### src/rtl/fifo_pkg.sv
// fifo_pkg: shared read-mode type, default geometry/thresholds and count-width helper for fifo_sync.
package fifo_pkg;

    typedef enum logic {FIFO_MODE_STD, FIFO_MODE_FWFT} fifo_mode_e;

    localparam int FIFO_DATA_WIDTH = 8;
    localparam int FIFO_ADDR_WIDTH = 4;
    localparam int FIFO_AF_LEVEL   = 14;
    localparam int FIFO_AE_LEVEL   = 2;

    // Occupancy must represent 0..depth inclusive, hence depth+1 codes.
    function automatic int count_width(input int depth);
        return $clog2(depth + 1);
    endfunction

endpackage

### src/rtl/fifo_sync_if.sv
// fifo_sync_if: producer/consumer handshake, status and error-flag bundle of fifo_sync.
interface fifo_sync_if #(
    parameter int DATA_WIDTH = 8,
    parameter int ADDR_WIDTH = 4
);
    logic                  wr;
    logic [DATA_WIDTH-1:0] wr_data;
    logic                  rd;
    logic [DATA_WIDTH-1:0] rd_data;
    logic                  full;
    logic                  empty;
    logic                  almost_full;
    logic                  almost_empty;
    logic [ADDR_WIDTH:0]   count;
    logic                  overflow;
    logic                  underflow;
    logic                  err_clr;

    modport master (
        output wr, wr_data, rd, err_clr,
        input  rd_data, full, empty, almost_full, almost_empty, count, overflow, underflow
    );

    modport slave (
        input  wr, wr_data, rd, err_clr,
        output rd_data, full, empty, almost_full, almost_empty, count, overflow, underflow
    );
endinterface

### src/rtl/fifo_ctrl.sv
// fifo_ctrl: pointers, occupancy, registered status flags and (with FIFO_ERR_FLAGS_EN) sticky error flags.
module fifo_ctrl
    import fifo_pkg::*;
#(
    parameter int ADDR_WIDTH = FIFO_ADDR_WIDTH,
    parameter int AF_LEVEL   = FIFO_AF_LEVEL,
    parameter int AE_LEVEL   = FIFO_AE_LEVEL,
    localparam int DEPTH     = 2 ** ADDR_WIDTH,
    localparam int CW        = count_width(DEPTH)
) (
    input  logic                  clk,
    input  logic                  reset_n,
    input  logic                  wr,
    input  logic                  rd,
`ifdef FIFO_ERR_FLAGS_EN
    input  logic                  err_clr,
`endif
    output logic [ADDR_WIDTH-1:0] wr_ptr,
    output logic [ADDR_WIDTH-1:0] rd_ptr,
    output logic                  wr_acc,
    output logic                  rd_acc,
    output logic                  full,
    output logic                  empty,
    output logic                  almost_full,
    output logic                  almost_empty,
    output logic [CW-1:0]         count,
    output logic                  overflow,
    output logic                  underflow
);
    localparam logic [CW-1:0] DEP = CW'(DEPTH);
    localparam logic [CW-1:0] AF  = CW'(AF_LEVEL);
    localparam logic [CW-1:0] AE  = CW'(AE_LEVEL);

    if (AF_LEVEL < 1 || AF_LEVEL > DEPTH || AE_LEVEL < 0 || AE_LEVEL > DEPTH - 1) begin : g_bad_level
        $error("fifo_ctrl: AF_LEVEL must be 1..DEPTH and AE_LEVEL 0..DEPTH-1");
    end

    logic [CW-1:0] count_nxt;

    // A write into a full FIFO is accepted only when a read frees a slot that same cycle.
    always_comb begin
        rd_acc    = rd & ~empty;
        wr_acc    = wr & (~full | rd_acc);
        count_nxt = (wr_acc & ~rd_acc) ? count + CW'(1) :
                    (rd_acc & ~wr_acc) ? count - CW'(1) : count;
    end

    always_ff @(posedge clk or negedge reset_n) begin
        if (!reset_n) begin
            wr_ptr       <= '0;
            rd_ptr       <= '0;
            count        <= '0;
            full         <= 1'b0;
            empty        <= 1'b1;
            almost_full  <= 1'b0;
            almost_empty <= 1'b1;
        end else begin
            if (wr_acc) wr_ptr <= wr_ptr + ADDR_WIDTH'(1);
            if (rd_acc) rd_ptr <= rd_ptr + ADDR_WIDTH'(1);
            count        <= count_nxt;
            full         <= count_nxt == DEP;
            empty        <= count_nxt == '0;
            almost_full  <= count_nxt >= AF;
            almost_empty <= count_nxt <= AE;
        end
    end

`ifdef FIFO_ERR_FLAGS_EN
    always_ff @(posedge clk or negedge reset_n) begin
        if (!reset_n) begin
            overflow  <= 1'b0;
            underflow <= 1'b0;
        end else if (err_clr) begin
            overflow  <= 1'b0;
            underflow <= 1'b0;
        end else begin
            if (wr & full & ~rd_acc) overflow <= 1'b1;
            if (rd & empty) underflow <= 1'b1;
        end
    end
`else
    assign overflow  = 1'b0;
    assign underflow = 1'b0;
`endif
endmodule

### src/rtl/fifo_sync.sv
// fifo_sync: parametrised single-clock FIFO, storage and read path; standard or FWFT read via FWFT.
// Optional sticky overflow/underflow flags are built when FIFO_ERR_FLAGS_EN is defined.
module fifo_sync
    import fifo_pkg::*;
#(
    parameter int DATA_WIDTH = FIFO_DATA_WIDTH,
    parameter int ADDR_WIDTH = FIFO_ADDR_WIDTH,
    parameter int AF_LEVEL   = FIFO_AF_LEVEL,
    parameter int AE_LEVEL   = FIFO_AE_LEVEL,
    parameter int FWFT       = 0
) (
    input logic       clk,
    input logic       reset_n,
    fifo_sync_if.slave bus
);
    localparam fifo_mode_e MODE = (FWFT != 0) ? FIFO_MODE_FWFT : FIFO_MODE_STD;

    logic [DATA_WIDTH-1:0] mem [2 ** ADDR_WIDTH];
    logic [ADDR_WIDTH-1:0] wr_ptr, rd_ptr;
    logic                  wr_acc, rd_acc;

    fifo_ctrl #(
        .ADDR_WIDTH (ADDR_WIDTH),
        .AF_LEVEL   (AF_LEVEL),
        .AE_LEVEL   (AE_LEVEL)
    ) u_ctrl (
        .clk          (clk),
        .reset_n      (reset_n),
        .wr           (bus.wr),
        .rd           (bus.rd),
`ifdef FIFO_ERR_FLAGS_EN
        .err_clr      (bus.err_clr),
`endif
        .wr_ptr       (wr_ptr),
        .rd_ptr       (rd_ptr),
        .wr_acc       (wr_acc),
        .rd_acc       (rd_acc),
        .full         (bus.full),
        .empty        (bus.empty),
        .almost_full  (bus.almost_full),
        .almost_empty (bus.almost_empty),
        .count        (bus.count),
        .overflow     (bus.overflow),
        .underflow    (bus.underflow)
    );

`ifndef FIFO_ERR_FLAGS_EN
    logic unused_err_clr;
    assign unused_err_clr = bus.err_clr;
`endif

    always_ff @(posedge clk) begin
        if (wr_acc) mem[wr_ptr] <= bus.wr_data;
    end

    if (MODE == FIFO_MODE_FWFT) begin : g_fwft
        // Head is presented combinationally; popping only moves the read pointer.
        logic unused_rd_acc;
        assign unused_rd_acc = rd_acc;
        assign bus.rd_data   = bus.empty ? '0 : mem[rd_ptr];
    end else begin : g_std
        logic [DATA_WIDTH-1:0] rd_data_q;
        always_ff @(posedge clk or negedge reset_n) begin
            if (!reset_n) rd_data_q <= '0;
            else if (rd_acc) rd_data_q <= mem[rd_ptr];
        end
        assign bus.rd_data = rd_data_q;
    end
endmodule

### src/flat_wrapper.sv
// flat-port wrapper written by rule: the top's interface ports become plain ports
module fifo_sync_flat import fifo_pkg::*;
#(
    parameter int DATA_WIDTH = FIFO_DATA_WIDTH,
    parameter int ADDR_WIDTH = FIFO_ADDR_WIDTH,
    parameter int AF_LEVEL   = FIFO_AF_LEVEL,
    parameter int AE_LEVEL   = FIFO_AE_LEVEL,
    parameter int FWFT       = 0
)
  (clk, reset_n, bus_wr, bus_wr_data, bus_rd, bus_err_clr, bus_rd_data, bus_full, bus_empty, bus_almost_full, bus_almost_empty, bus_count, bus_overflow, bus_underflow);
  fifo_sync_if #(.DATA_WIDTH(DATA_WIDTH), .ADDR_WIDTH(ADDR_WIDTH)) bus_i ();
  input logic clk;
  input logic reset_n;
  input wire logic [$bits(bus_i.wr)-1:0] bus_wr;
  input wire logic [$bits(bus_i.wr_data)-1:0] bus_wr_data;
  input wire logic [$bits(bus_i.rd)-1:0] bus_rd;
  input wire logic [$bits(bus_i.err_clr)-1:0] bus_err_clr;
  output wire logic [$bits(bus_i.rd_data)-1:0] bus_rd_data;
  output wire logic [$bits(bus_i.full)-1:0] bus_full;
  output wire logic [$bits(bus_i.empty)-1:0] bus_empty;
  output wire logic [$bits(bus_i.almost_full)-1:0] bus_almost_full;
  output wire logic [$bits(bus_i.almost_empty)-1:0] bus_almost_empty;
  output wire logic [$bits(bus_i.count)-1:0] bus_count;
  output wire logic [$bits(bus_i.overflow)-1:0] bus_overflow;
  output wire logic [$bits(bus_i.underflow)-1:0] bus_underflow;
  assign bus_i.wr = bus_wr;
  assign bus_i.wr_data = bus_wr_data;
  assign bus_i.rd = bus_rd;
  assign bus_i.err_clr = bus_err_clr;
  assign bus_rd_data = bus_i.rd_data;
  assign bus_full = bus_i.full;
  assign bus_empty = bus_i.empty;
  assign bus_almost_full = bus_i.almost_full;
  assign bus_almost_empty = bus_i.almost_empty;
  assign bus_count = bus_i.count;
  assign bus_overflow = bus_i.overflow;
  assign bus_underflow = bus_i.underflow;
  fifo_sync #(.DATA_WIDTH(DATA_WIDTH), .ADDR_WIDTH(ADDR_WIDTH), .AF_LEVEL(AF_LEVEL), .AE_LEVEL(AE_LEVEL), .FWFT(FWFT)) u_core (.clk(clk), .reset_n(reset_n), .bus(bus_i));
endmodule
### config.mk
export PLATFORM = sky130hd
export DESIGN_NAME = fifo_sync_flat
export DESIGN_NICKNAME = d
export VERILOG_FILES = /design/src/rtl/fifo_pkg.sv /design/src/rtl/fifo_sync_if.sv /design/src/rtl/fifo_ctrl.sv /design/src/rtl/fifo_sync.sv /design/src/flat_wrapper.sv
export SDC_FILE = /design/constraint.sdc
export NUM_CORES = 1
export LEC_CHECK = 0
export ABC_AREA = 1
export CORE_ASPECT_RATIO = 1.1
export CORE_MARGIN = 5
export CORE_UTILIZATION = 57
export CTS_CLUSTER_SIZE = 16
export DETAILED_ROUTE_END_ITERATION = 7
export PLACE_DENSITY = 0.79
export SLEW_MARGIN = 30
export SYNTH_ARGS = -nofsm -noshare
export SYNTH_HDL_FRONTEND = slang
export SYNTH_SLANG_ARGS = --single-unit
### constraint.sdc
create_clock -name clk -period 2.15 [get_ports clk]
set_input_delay 0.43 -clock clk [delete_from_list [all_inputs] [get_ports clk]]
set_output_delay 0.43 -clock clk [all_outputs]
set_load 0.02 [all_outputs]
## After elaboration in Yosys (flattened, before gate mapping)

Memories as Yosys holds them, arrays and structs flattened. A register that Yosys moved wholly into a read port is not among the register bits.
Index checks and enable logic that the tools add are counted.

| word-level totals | value |
|---|---|
| bits in registers | 17 |
| bits in writable memories | 128 |
| output and inout bits | 19 |
| word-level logic and storage cells | 30 |
| memories | 1 |

Memories:

| name | depth | bits a word | rd ports | clocked after Yosys merged registers in | write ports | line | source |
|---|---|---|---|---|---|---|---|
| u_core.mem | 16 | 8 | 1 | 1 | 1 | fifo_sync.sv:18 | `logic [DATA_WIDTH-1:0] mem [2 ** ADDR_WIDTH];` |

| operators by class | value |
|---|---|
| add/sub/neg operators | 4 |
| magnitude comparators | 2 |
| eq/ne operators | 1 |
| muxes and demuxes | 4 |
| bitwise operators | 9 |
| reductions and logical operators | 2 |

Operators by type and width:

| cell | count |
|---|---|
| 5-bit 2-to-1 mux | 2 |
| 4-bit by 1-bit adder with 4-bit output, second input constant | 2 |
| 5-bit by 1-bit adder with 5-bit output, second input constant | 1 |
| 5-bit == test, second input constant | 1 |
| 5-bit by 4-bit greater-or-equal comparator with 1-bit output, second input constant | 1 |
| 5-bit by 2-bit less-or-equal comparator with 1-bit output, second input constant | 1 |
| 5-bit zero test | 1 |
| 5-bit by 1-bit subtractor with 5-bit output, second input constant | 1 |
| 1-bit AND | 4 |
| 1-bit NOT | 4 |
| 1-bit 2-to-1 mux | 2 |
| 1-bit zero test | 1 |
| 1-bit bitwise OR | 1 |

## Logic depth before layout (Yosys ltp)

Gate-level depths: netlist of the first run.

| logic depth | value |
|---|---|
| depth in word-level cells | 9 |
| depth in mapped cells | 11 |
| gate-level depth less buffers | 10 |

## By module

Synthesis of the first run repeated with hierarchy kept, for this count alone.

| second synthesis, totals | value |
|---|---|
| cell total of the unflattened synthesis | 594 |
| area total of the unflattened synthesis | 6592.6 um^2 |

By module, submodules not included:

| module | times used | cells an instance | area an instance (um^2) |
|---|---|---|---|
| fifo_sync | 1 | 483 | 5635.4 |
| fifo_ctrl | 1 | 111 | 957.2 |

## Least setup slack after synthesis of the first run

No wires, ideal clock.

| path | value |
|---|---|
| path kind | register to register |
| start point | register u_core.u_ctrl.empty |
| end point | memory u_core.mem[0][0], enable pin |
| setup time | 0.370 ns |
| arrival time | 1.430 ns |
| required time | 1.780 ns |
| slack | 0.350 ns |
| stages on the path, launching flop included | 7 |
| path through | dfstp_2 -> inv_2 -> nand2_2 -> buf_6 -> a21oi_4 -> nand2_1 -> nor2_1 |

| on the way | value |
|---|---|
| cells in the longest elaborated chain, start to end | 6 |

Ends and longest elaborated chain:

| what | line | source |
|---|---|---|
| start: declaration | fifo_ctrl.sv:23 | `output logic empty,` |
| start signal: assignment | fifo_ctrl.sv:54 | `empty <= 1'b1;` |
| start signal: assignment | fifo_ctrl.sv:62 | `empty <= count_nxt == '0;` |
| 1-bit NOT | fifo_ctrl.sv:42 | `rd_acc = rd & ~empty;` |
| 1-bit AND | fifo_ctrl.sv:42 |  |
| 1-bit bitwise OR | fifo_ctrl.sv:43 | `wr_acc = wr & (~full \| rd_acc);` |
| 1-bit AND | fifo_ctrl.sv:43 |  |
| 1-bit 2-to-1 mux | fifo_sync.sv:53 | `if (wr_acc) mem[wr_ptr] <= bus.wr_data;` |
| 1-bit 2-to-1 mux (not written as such) | fifo_sync.sv:53 |  |
| end: declaration | fifo_sync.sv:18 |  |

Every way passes these cells.

## Worst setup path after layout of the first run

| path | value |
|---|---|
| start point | register u_core.u_ctrl.empty |
| end point | output port bus_empty |

RTL lines:

| what | line | source |
|---|---|---|
| end: declaration | flat_wrapper.sv:20 | `output wire logic [$bits(bus_i.empty)-1:0] bus_empty;` |

No word-level cell between the ends.

==> reports/summary.md, run 1 <==
Synthesis
- **number of storage elements in the synthesis netlist** 153
- **number of warnings issued by yosys** 0
- **Synth cell types** 28
- **mean cell area of the mapped netlist** 10.96 um2
- **fraction of synthesized cell area taken by the top area cell type** 59.12%
- **number of instances in the synthesized netlist** 593
- **library cell with the largest summed area after synthesis** edfxtp_1
- **summed instance area of the synthesized netlist** 6501 um2
- **sequential fraction of the synthesis area** 68.78%
- **most area-consuming cells after synthesis** edfxtp_1, nand2_1, dfrtp_1

Critical path
- **Startpoint Class** flop
- **crit path max fanout** 3
- **Worst setup EP type** output port
- **biggest cell delay along the critical path** 610 ps
- **number of buffers and inverters on the critical path** 1
- **critical-path cell with the highest stage delay** clkdlybuf4s50_1
- **arrival time reported for the critical path endpoint** 1580 ps
- **critical path start-end classification** reg -> out
- **endpoint required time on the critical path** 1720 ps
- **chain of cells forming the critical path** clkdlybuf4s50_1
- **category of cells accounting for the largest share of critical-path delay** buffers and inverters

GRT
- **global-route wire length before repair** 22450 um
- **maximum number of pins on one net before global-route repair** 54
- **initial antenna violation count** 0
- **via count of the first global-routing pass** 4482
- **grt ovf** 0
- **aggregate global-route resource usage** 21.56%

Floorplan
- **overall die height** 122.0 um
- **die span in x** 111.8 um
- **initial cell density of the core** 57.34%
- **area inside the core boundary** 11340 um2
- **number of rows created at floorplan** 41
- **full die area** 13640 um2
- **I/O pin total** 32

Placement
- **number of cells after detailed placement** 771
- **Setup Slack @ Placement** 66.18 ps
- **HPWL after detailed placement** 8706 um
- **routability-driven placement congestion ratio** 0.8521
- **count of input and output buffers** 28

Clocking
- **register clock-pin slew on the reported worst setup and hold paths** 60 ps
- **TritonCTS buffer count** 17
- **hold buffer count at CTS** 0
- **Clock Latency Late Sink** 420 ps
- **number of setup buffers added after CTS** 0
- **H-tree Lvls** 4
- **maximum root-to-sink buffer count** 2
- **post_cts resized** 0
- **clock tree from TritonCTS** yes
- **library cell used as clock root buffer** clkbuf_16
- **number of sinks driven by the clock tree** 153

Drt
- **Routed WL per cell** 17.34 um
- **number of routed nets with antenna violations** 0
- **met3 routed WL** 1010 um
- **post-DR vias/cell** 5.485
- **starting DRC count in detailed routing** 383
- **number of vias in the routed layout** 4399
- **1st-pass router iterations** 6
- **highest routed layer** met4
- **residual DRC count** 0
- **met1 wire length** 5469 um
- **wire length reported by the detailed router** 13910 um
- **routed wire length on met2** 7205 um

Cells and area
- **Area growth, synth to finish** 18.21%
- **Layout Cells excl Fill** 802
- **most used cells in the layout excluding fill and tap cells** nand2_1, edfxtp_1, nand3_1, clkdlybuf4s50_1, buf_4
- **count of nets after finishing** 660
- **fill cell instance count of the final layout** 783
- **Antenna Cells** 0
- **layout cells sized above 1** 11.81%
- **most common cell after layout, fill and taps aside** nand2_1

Timing
- **highest clock frequency the design can meet** 0.4966 GHz
- **endpoints failing setup** 0
- **actual slew at the worst max-slew pin** 664.9 ps
- **final worst-path setup slack** 136.4 ps
- **final clock skew** 7.208 ps
- **part of the cycle the worst path needs** 93.66%
- **hold_ws** 381.8 ps
- **Pins Over Slew Limit** 0
- **Fin Setup TNS** 0 ps
- **minimum clock period** 2014 ps
- **setup repair after global routing missed its margin** no
- **relative slew slack** 55.40%
- **number of hold violations in the final report** 0

Power and ir drop
- **Final Power** 10.78 mW
- **Leak** 3.052 nW
- **power density over the cells** 1403 nW/um2
- **largest vdd supply drop** 0.0008409 V

Status
- **result of the run** finished clean

Flow run
- **count of maximum capacitance violations** 0

Worst hold path
- **Hold WC Path Type** in -> async

[routing by layer]
layer / vias up / track usage (%)
met3: 21 / 5.365
met4: 0 / 6.996
met2: 177 / 37.86
met5: - / 0
met1: 2111 / 26.33
li1: 2090 / -
[path summary, 6_finish.rpt]
path,startpoint,to,slack [ps],cells after the start
max,u_core.u_ctrl.empty,bus_empty,140,1
min,reset_n,u_core.bus.rd_data[1],380,2
max reg2reg,u_core.u_ctrl.rd_ptr[2],u_core.bus.rd_data[3],430,7
min reg2reg,u_core.bus.rd_data[5],u_core.bus.rd_data[5],480,2
max in group asynchronous,reset_n,u_core.u_ctrl.almost_empty,1470,2
min in group clk,u_core.bus.rd_data[5],u_core.bus.rd_data[5],480,2
[power by group]
group	internal [mW]	switching [mW]
registers	3.67	0.245
clock network	2.06	1.17
logic	1.22	2.40
[area by class of cell]
| class | instances | area [um2] | area share (%) |
|---|---|---|---|
| flip-flops and latches | 153 | 4473 | 58.21 |
| multi-input cells | 391 | 1782 | 23.18 |
| repair buffers | 56 | 515.5 | 6.708 |
| clock buffers | 17 | 425.4 | 5.536 |
| clock inverters | 14 | 221.5 | 2.882 |
| well taps | 150 | 187.7 | 2.442 |
| inverters | 21 | 80.08 | 1.042 |
[logic make-up (layout without fill, tap and decap cells)]
group / Yosys count / in the layout / synth area share, %
AND/OR/NAND/NOR: 368 / 368 / 24.17
flip-flops: 153 / 153 / 68.78
buffers and inverters: 50 / 108 / 3.868
XOR/XNOR: 9 / 9 / 1.213
adder cells (fa/ha/maj): 7 / 7 / 1.347
AO/OA/AOI/OAI: 5 / 5 / 0.5580
other: 1 / 2 / 0.05768
[sequential cells by signal (all words and copies together), names as in the netlist]
name	cells
u_core.u_ctrl.count	5
u_core.u_ctrl.wr_ptr	4
u_core.u_ctrl.almost_full	1
u_core.u_ctrl.almost_empty	1
u_core.u_ctrl.empty	1
u_core.u_ctrl.rd_ptr	4
u_core.bus.rd_data	8
u_core.u_ctrl.full	1
u_core.mem	128
[cell usage after synthesis (all sizes together)]
master / number
o21ai: 3
nand4: 3
xor2: 8
nand2: 230
ha: 7
a21oi: 2
clkinv: 3
dfrtp: 23
dfstp: 2
nor2: 25
inv: 18
buf: 25
xnor2: 1
conb: 1
nand3: 110
clkbuf: 4
edfxtp: 128
[stage by stage]
| step | area [um2] | utilization [%] |
|---|---|---|
| floorplan | 6505 | - |
| global placement | 7038 | 62.08 |
| global route | 7685 | 67.79 |
| CTS | 7685 | 67.79 |
| detailed placement | 7038 | 62.08 |
| finish | 7685 | 67.79 |
Note: power is estimated with default switching activity, not from simulation.
==> inputs of run 2 (changes only) <==
- PLACE_DENSITY: 0.79 -> 0.76
==> reports/summary.md, run 2 (synthesis results as in run 1) <==
Status
- **result of the run** finished clean

Critical path
- **minimum setup slack among reg-to-reg paths** 450 ps
- **crit path max fanout** 3
- **category of cells accounting for the largest share of critical-path delay** buffers and inverters
- **Worst setup EP type** output port
- **endpoint required time on the critical path** 1720 ps
- **Startpoint Class** flop
- **critical-path cell with the highest stage delay** clkdlybuf4s50_1
- **biggest cell delay along the critical path** 600 ps
- **chain of cells forming the critical path** clkdlybuf4s50_1
- **number of buffers and inverters on the critical path** 1
- **critical path start-end classification** reg -> out
- **arrival time reported for the critical path endpoint** 1570 ps

Drt
- **met1 wire length** 5579 um
- **number of routed nets with antenna violations** 0
- **wire length reported by the detailed router** 13840 um
- **starting DRC count in detailed routing** 395
- **residual DRC count** 0
- **Routed WL per cell** 17.30 um
- **1st-pass router iterations** 5
- **number of vias in the routed layout** 4431
- **routed wire length on met2** 7036 um
- **highest routed layer** met4
- **post-DR vias/cell** 5.539
- **met3 routed WL** 849 um

Cells and area
- **count of nets after finishing** 657
- **most common cell after layout, fill and taps aside** nand2_1
- **most used cells in the layout excluding fill and tap cells** nand2_1, edfxtp_1, nand3_1, clkdlybuf4s50_1, buf_4
- **Antenna Cells** 0
- **flip-flop count of the largest register, all copies and words added** 128
- **Area growth, synth to finish** 17.19%
- **register with the most flip-flops** u_core.mem
- **layout cells sized above 1** 11.54%

GRT
- **initial antenna violation count** 0
- **maximum number of pins on one net before global-route repair** 67
- **via count of the first global-routing pass** 4525
- **global-route wire length before repair** 22320 um
- **grt ovf** 0
- **aggregate global-route resource usage** 21.46%

Clocking
- **Clock Latency Late Sink** 420 ps
- **post_cts resized** 0
- **number of sinks driven by the clock tree** 153
- **library cell used as clock root buffer** clkbuf_16
- **clock tree from TritonCTS** yes
- **H-tree Lvls** 4
- **number of setup buffers added after CTS** 0
- **maximum root-to-sink buffer count** 2
- **hold buffer count at CTS** 0
- **TritonCTS buffer count** 17
- **register clock-pin slew on the reported worst setup and hold paths** 60 ps

Placement
- **HPWL after detailed placement** 8472 um
- **routability-driven placement congestion ratio** 0.8387
- **count of input and output buffers** 28

Power and ir drop
- **Final Power** 10.51 mW
- **largest vdd supply drop** 0.001660 V
- **power density over the cells** 1379 nW/um2
- **Leak** 3.007 nW

Floorplan
- **I/O pin total** 32
- **full die area** 13640 um2
- **area inside the core boundary** 11340 um2
- **initial cell density of the core** 57.34%
- **die span in x** 111.8 um
- **number of rows created at floorplan** 41
- **overall die height** 122.0 um

Timing
- **Fin Setup TNS** 0 ps
- **minimum clock period** 2003 ps
- **part of the cycle the worst path needs** 93.16%
- **highest clock frequency the design can meet** 0.4992 GHz
- **actual slew at the worst max-slew pin** 695.6 ps
- **Pins Over Slew Limit** 0
- **relative slew slack** 53.48%
- **setup repair after global routing missed its margin** no
- **final clock skew** 8.400 ps
- **endpoints failing setup** 0
- **number of hold violations in the final report** 0

Flow run
- **count of maximum capacitance violations** 0

Worst hold path
- **Hold WC Path Type** in -> async

## run 2: cell count changes in the layout (fill, tap and decap cells not counted), sizes merged
cell	previous run	this run
inv	21	20
clkbuf	17	18
buf	28	25
bufinv	5	3
clkinvlp	2	5
## run 2: path summary, 6_finish.rpt
path	startpoint	end	cells past startpoint
hold reg to reg	u_core.bus.rd_data[5]	u_core.bus.rd_data[5]	2
setup / recovery	u_core.u_ctrl.empty	bus_empty	1
hold / removal	reset_n	u_core.bus.rd_data[5]	2
setup reg to reg	u_core.u_ctrl.rd_ptr[1]	u_core.bus.rd_data[2]	8
min in group clk	u_core.bus.rd_data[5]	u_core.bus.rd_data[5]	2
max in group asynchronous	reset_n	u_core.u_ctrl.almost_empty	2
## run 2: layout make-up
class | count | area [um2]
Sequential cell | 153 | 4473
Fill cell | 834 | 3719
Multi-Input combinational cell | 391 | 1782
Timing Repair Buffer | 53 | 493.0
Clock buffer | 18 | 429.2
Tap cell | 150 | 187.7
Clock inverter | 14 | 173.9
Inverter | 21 | 80.08
## run 2: layer usage
| metal | GRT usage [%] | up-vias |
|---|---|---|
| li1 | - | 2089 |
| met1 | 25.78 | 2125 |
| met2 | 36.73 | 184 |
| met3 | 4.570 | 33 |
| met4 | 10.95 | 0 |
| met5 | 0 | - |
## run 2: per-stage QoR
step / instances / instance area (um2) / hold slack, ps / utilization, % / setup WS, ps
2_1_floorplan: 594 / 6505 / 134.4 / - / 349.8
3_3_place_gp: 768 / 7015 / 469.8 / 61.88 / 104.6
3_5_place_dp: 768 / 7015 / 478.4 / 61.88 / 81.51
4_1_cts: 800 / 7619 / 387.2 / 67.20 / 127.8
5_1_grt: 800 / 7619 / 407.9 / 67.20 / 103.5
6_report: 800 / 7619 / 389.5 / 67.20 / 147.0
## run 2: power breakdown
part | internal, mW | switching (mW)
clock | 1.83 | 1.16
combinational | 1.19 | 2.41
sequential | 3.67 | 0.245
total | 6.69 | 3.82
==> inputs of run 3 (changes only) <==
- CELL_PAD_IN_SITES_DETAIL_PLACEMENT: default -> 2
- CELL_PAD_IN_SITES_GLOBAL_PLACEMENT: default -> 2
- CORE_MARGIN: 5 -> default
- CORE_UTILIZATION: 57 -> 40
- PLACE_DENSITY: 0.76 -> default
- PLACE_DENSITY_LB_ADDON: default -> 0.1
==> reports/summary.md, run 3 (synthesis results as in run 1) <==
Timing
- **final clock skew** 11.75 ps
- **final worst-path setup slack** 131.2 ps
- **Pins Over Slew Limit** 0
- **minimum clock period** 2019 ps
- **number of hold violations in the final report** 0
- **relative slew slack** 47.01%
- **endpoints failing setup** 0
- **Fin Setup TNS** 0 ps
- **part of the cycle the worst path needs** 93.90%
- **setup repair after global routing missed its margin** no
- **highest clock frequency the design can meet** 0.4954 GHz
- **actual slew at the worst max-slew pin** 792.4 ps

Critical path
- **endpoint of the lowest-slack register-to-register path** u_core.bus.rd_data[6]
- **Critical Path Stages** 1
- **category of cells accounting for the largest share of critical-path delay** buffers and inverters
- **critical-path cell with the highest stage delay** clkdlybuf4s50_1
- **Worst setup EP type** output port
- **start of the worst register-to-register path** u_core.u_ctrl.rd_ptr[0]
- **number of buffers and inverters on the critical path** 1
- **critical path start-end classification** reg -> out
- **endpoint required time on the critical path** 1720 ps
- **minimum setup slack among reg-to-reg paths** 330 ps
- **biggest cell delay along the critical path** 610 ps
- **Critical Path Sink** bus_empty
- **Startpoint Class** flop
- **crit path max fanout** 3
- **arrival time reported for the critical path endpoint** 1590 ps
- **startpoint of the worst setup timing path** u_core.u_ctrl.empty
- **chain of cells forming the critical path** clkdlybuf4s50_1
- **FF-to-FF path depth** 10

Floorplan
- **die span in x** 123.6 um
- **I/O pin total** 32
- **overall die height** 135.7 um
- **initial cell density of the core** 41.16%
- **area inside the core boundary** 15800 um2
- **full die area** 16770 um2
- **number of rows created at floorplan** 48

GRT
- **initial antenna violation count** 0
- **grt ovf** 0
- **maximum number of pins on one net before global-route repair** 67
- **aggregate global-route resource usage** 25.73%
- **global-route wire length before repair** 30500 um
- **via count of the first global-routing pass** 5158

Clocking
- **clock tree from TritonCTS** yes
- **number of sinks driven by the clock tree** 153
- **TritonCTS buffer count** 17
- **number of setup buffers added after CTS** 0
- **Clock Latency Late Sink** 430 ps
- **library cell used as clock root buffer** clkbuf_16
- **hold buffer count at CTS** 0
- **H-tree Lvls** 4
- **post_cts resized** 0
- **register clock-pin slew on the reported worst setup and hold paths** 60 ps
- **maximum root-to-sink buffer count** 2

Placement
- **Setup Slack @ Placement** 41.88 ps
- **count of input and output buffers** 28
- **HPWL after detailed placement** 12180 um
- **routability-driven placement congestion ratio** 0.7796

Cells and area
- **area taken by multi-input logic gates** 1782 um2
- **most used cells in the layout excluding fill and tap cells** nand2_1, edfxtp_1, nand3_1, buf_4, clkdlybuf4s50_1
- **count of nets after finishing** 670
- **Area growth, synth to finish** 20.30%
- **most common cell after layout, fill and taps aside** nand2_1
- **fill cell instance count of the final layout** 1579
- **flip-flop count of the largest register, all copies and words added** 128
- **Antenna Cells** 0
- **register with the most flip-flops** u_core.mem
- **sequential cell area** 4473 um2
- **layout cells sized above 1** 13.12%

Power and ir drop
- **largest vdd supply drop** 0.0005956 V
- **power density over the cells** 1447 nW/um2
- **Leak** 3.097 nW

Drt
- **post-DR vias/cell** 5.329
- **number of vias in the routed layout** 4599
- **residual DRC count** 0
- **starting DRC count in detailed routing** 231
- **1st-pass router iterations** 4
- **Routed WL per cell** 22.82 um
- **wire length reported by the detailed router** 19690 um
- **number of routed nets with antenna violations** 0

Worst hold path
- **Hold WC Path Type** in -> async

Flow run
- **count of maximum capacitance violations** 0

Status
- **result of the run** finished clean

[run 3: final cells by class]
type	count	share of cell area, %
clock buffer	18	5.487
inverter	21	1.024
multi-input combinational	391	22.78
sequential	153	57.19
tap	200	3.199
clock inverter	14	2.608
timing repair buffer	66	7.711
[run 3: worst min-delay path by stage]
stage / start / to / slack, ps / cells past startpoint
floorplan: reset_n / u_core.bus.rd_data[0] / 130 / 0
global placement: u_core.bus.rd_data[6] / u_core.bus.rd_data[6] / 460 / 2
detailed placement: u_core.bus.rd_data[6] / u_core.bus.rd_data[6] / 470 / 2
CTS: reset_n / u_core.bus.rd_data[2] / 380 / 2
global route: reset_n / u_core.bus.rd_data[3] / 400 / 2
finish: reset_n / u_core.bus.rd_data[3] / 370 / 2
[run 3: metal layers]
| layer | part of all wire, % | GRT usage, % |
|---|---|---|
| met2 | 53 | 45.56 |
| met4 | 1.1 | 6.693 |
| met3 | 2.8 | 4.082 |
| met5 | 0 | 0 |
| met1 | 43 | 32.44 |
[run 3: where the power goes]
part           switching (mW)  total [mW]  internal (mW)  leakage (nW)
combinational            2.83        4.12           1.29          1.35
sequential              0.267        3.93           3.67          1.45
clock                    1.23        3.27           2.04         0.301
[run 3: through the flow]
step | instance area (um2) | util, % | total power [mW] | hold slack, ps | instances
3_5_place_dp | 7188 | 45.51 | 7.974 | 474.3 | 831
4_1_cts | 7821 | 49.52 | 11.45 | 380.2 | 863
2_1_floorplan | 6505 | - | 6.399 | 134.4 | 594
6_report | 7821 | 49.52 | 11.32 | 374.9 | 863
3_3_place_gp | 7188 | 45.51 | 7.706 | 462.6 | 831
5_1_grt | 7821 | 49.52 | 11.96 | 399.9 | 863
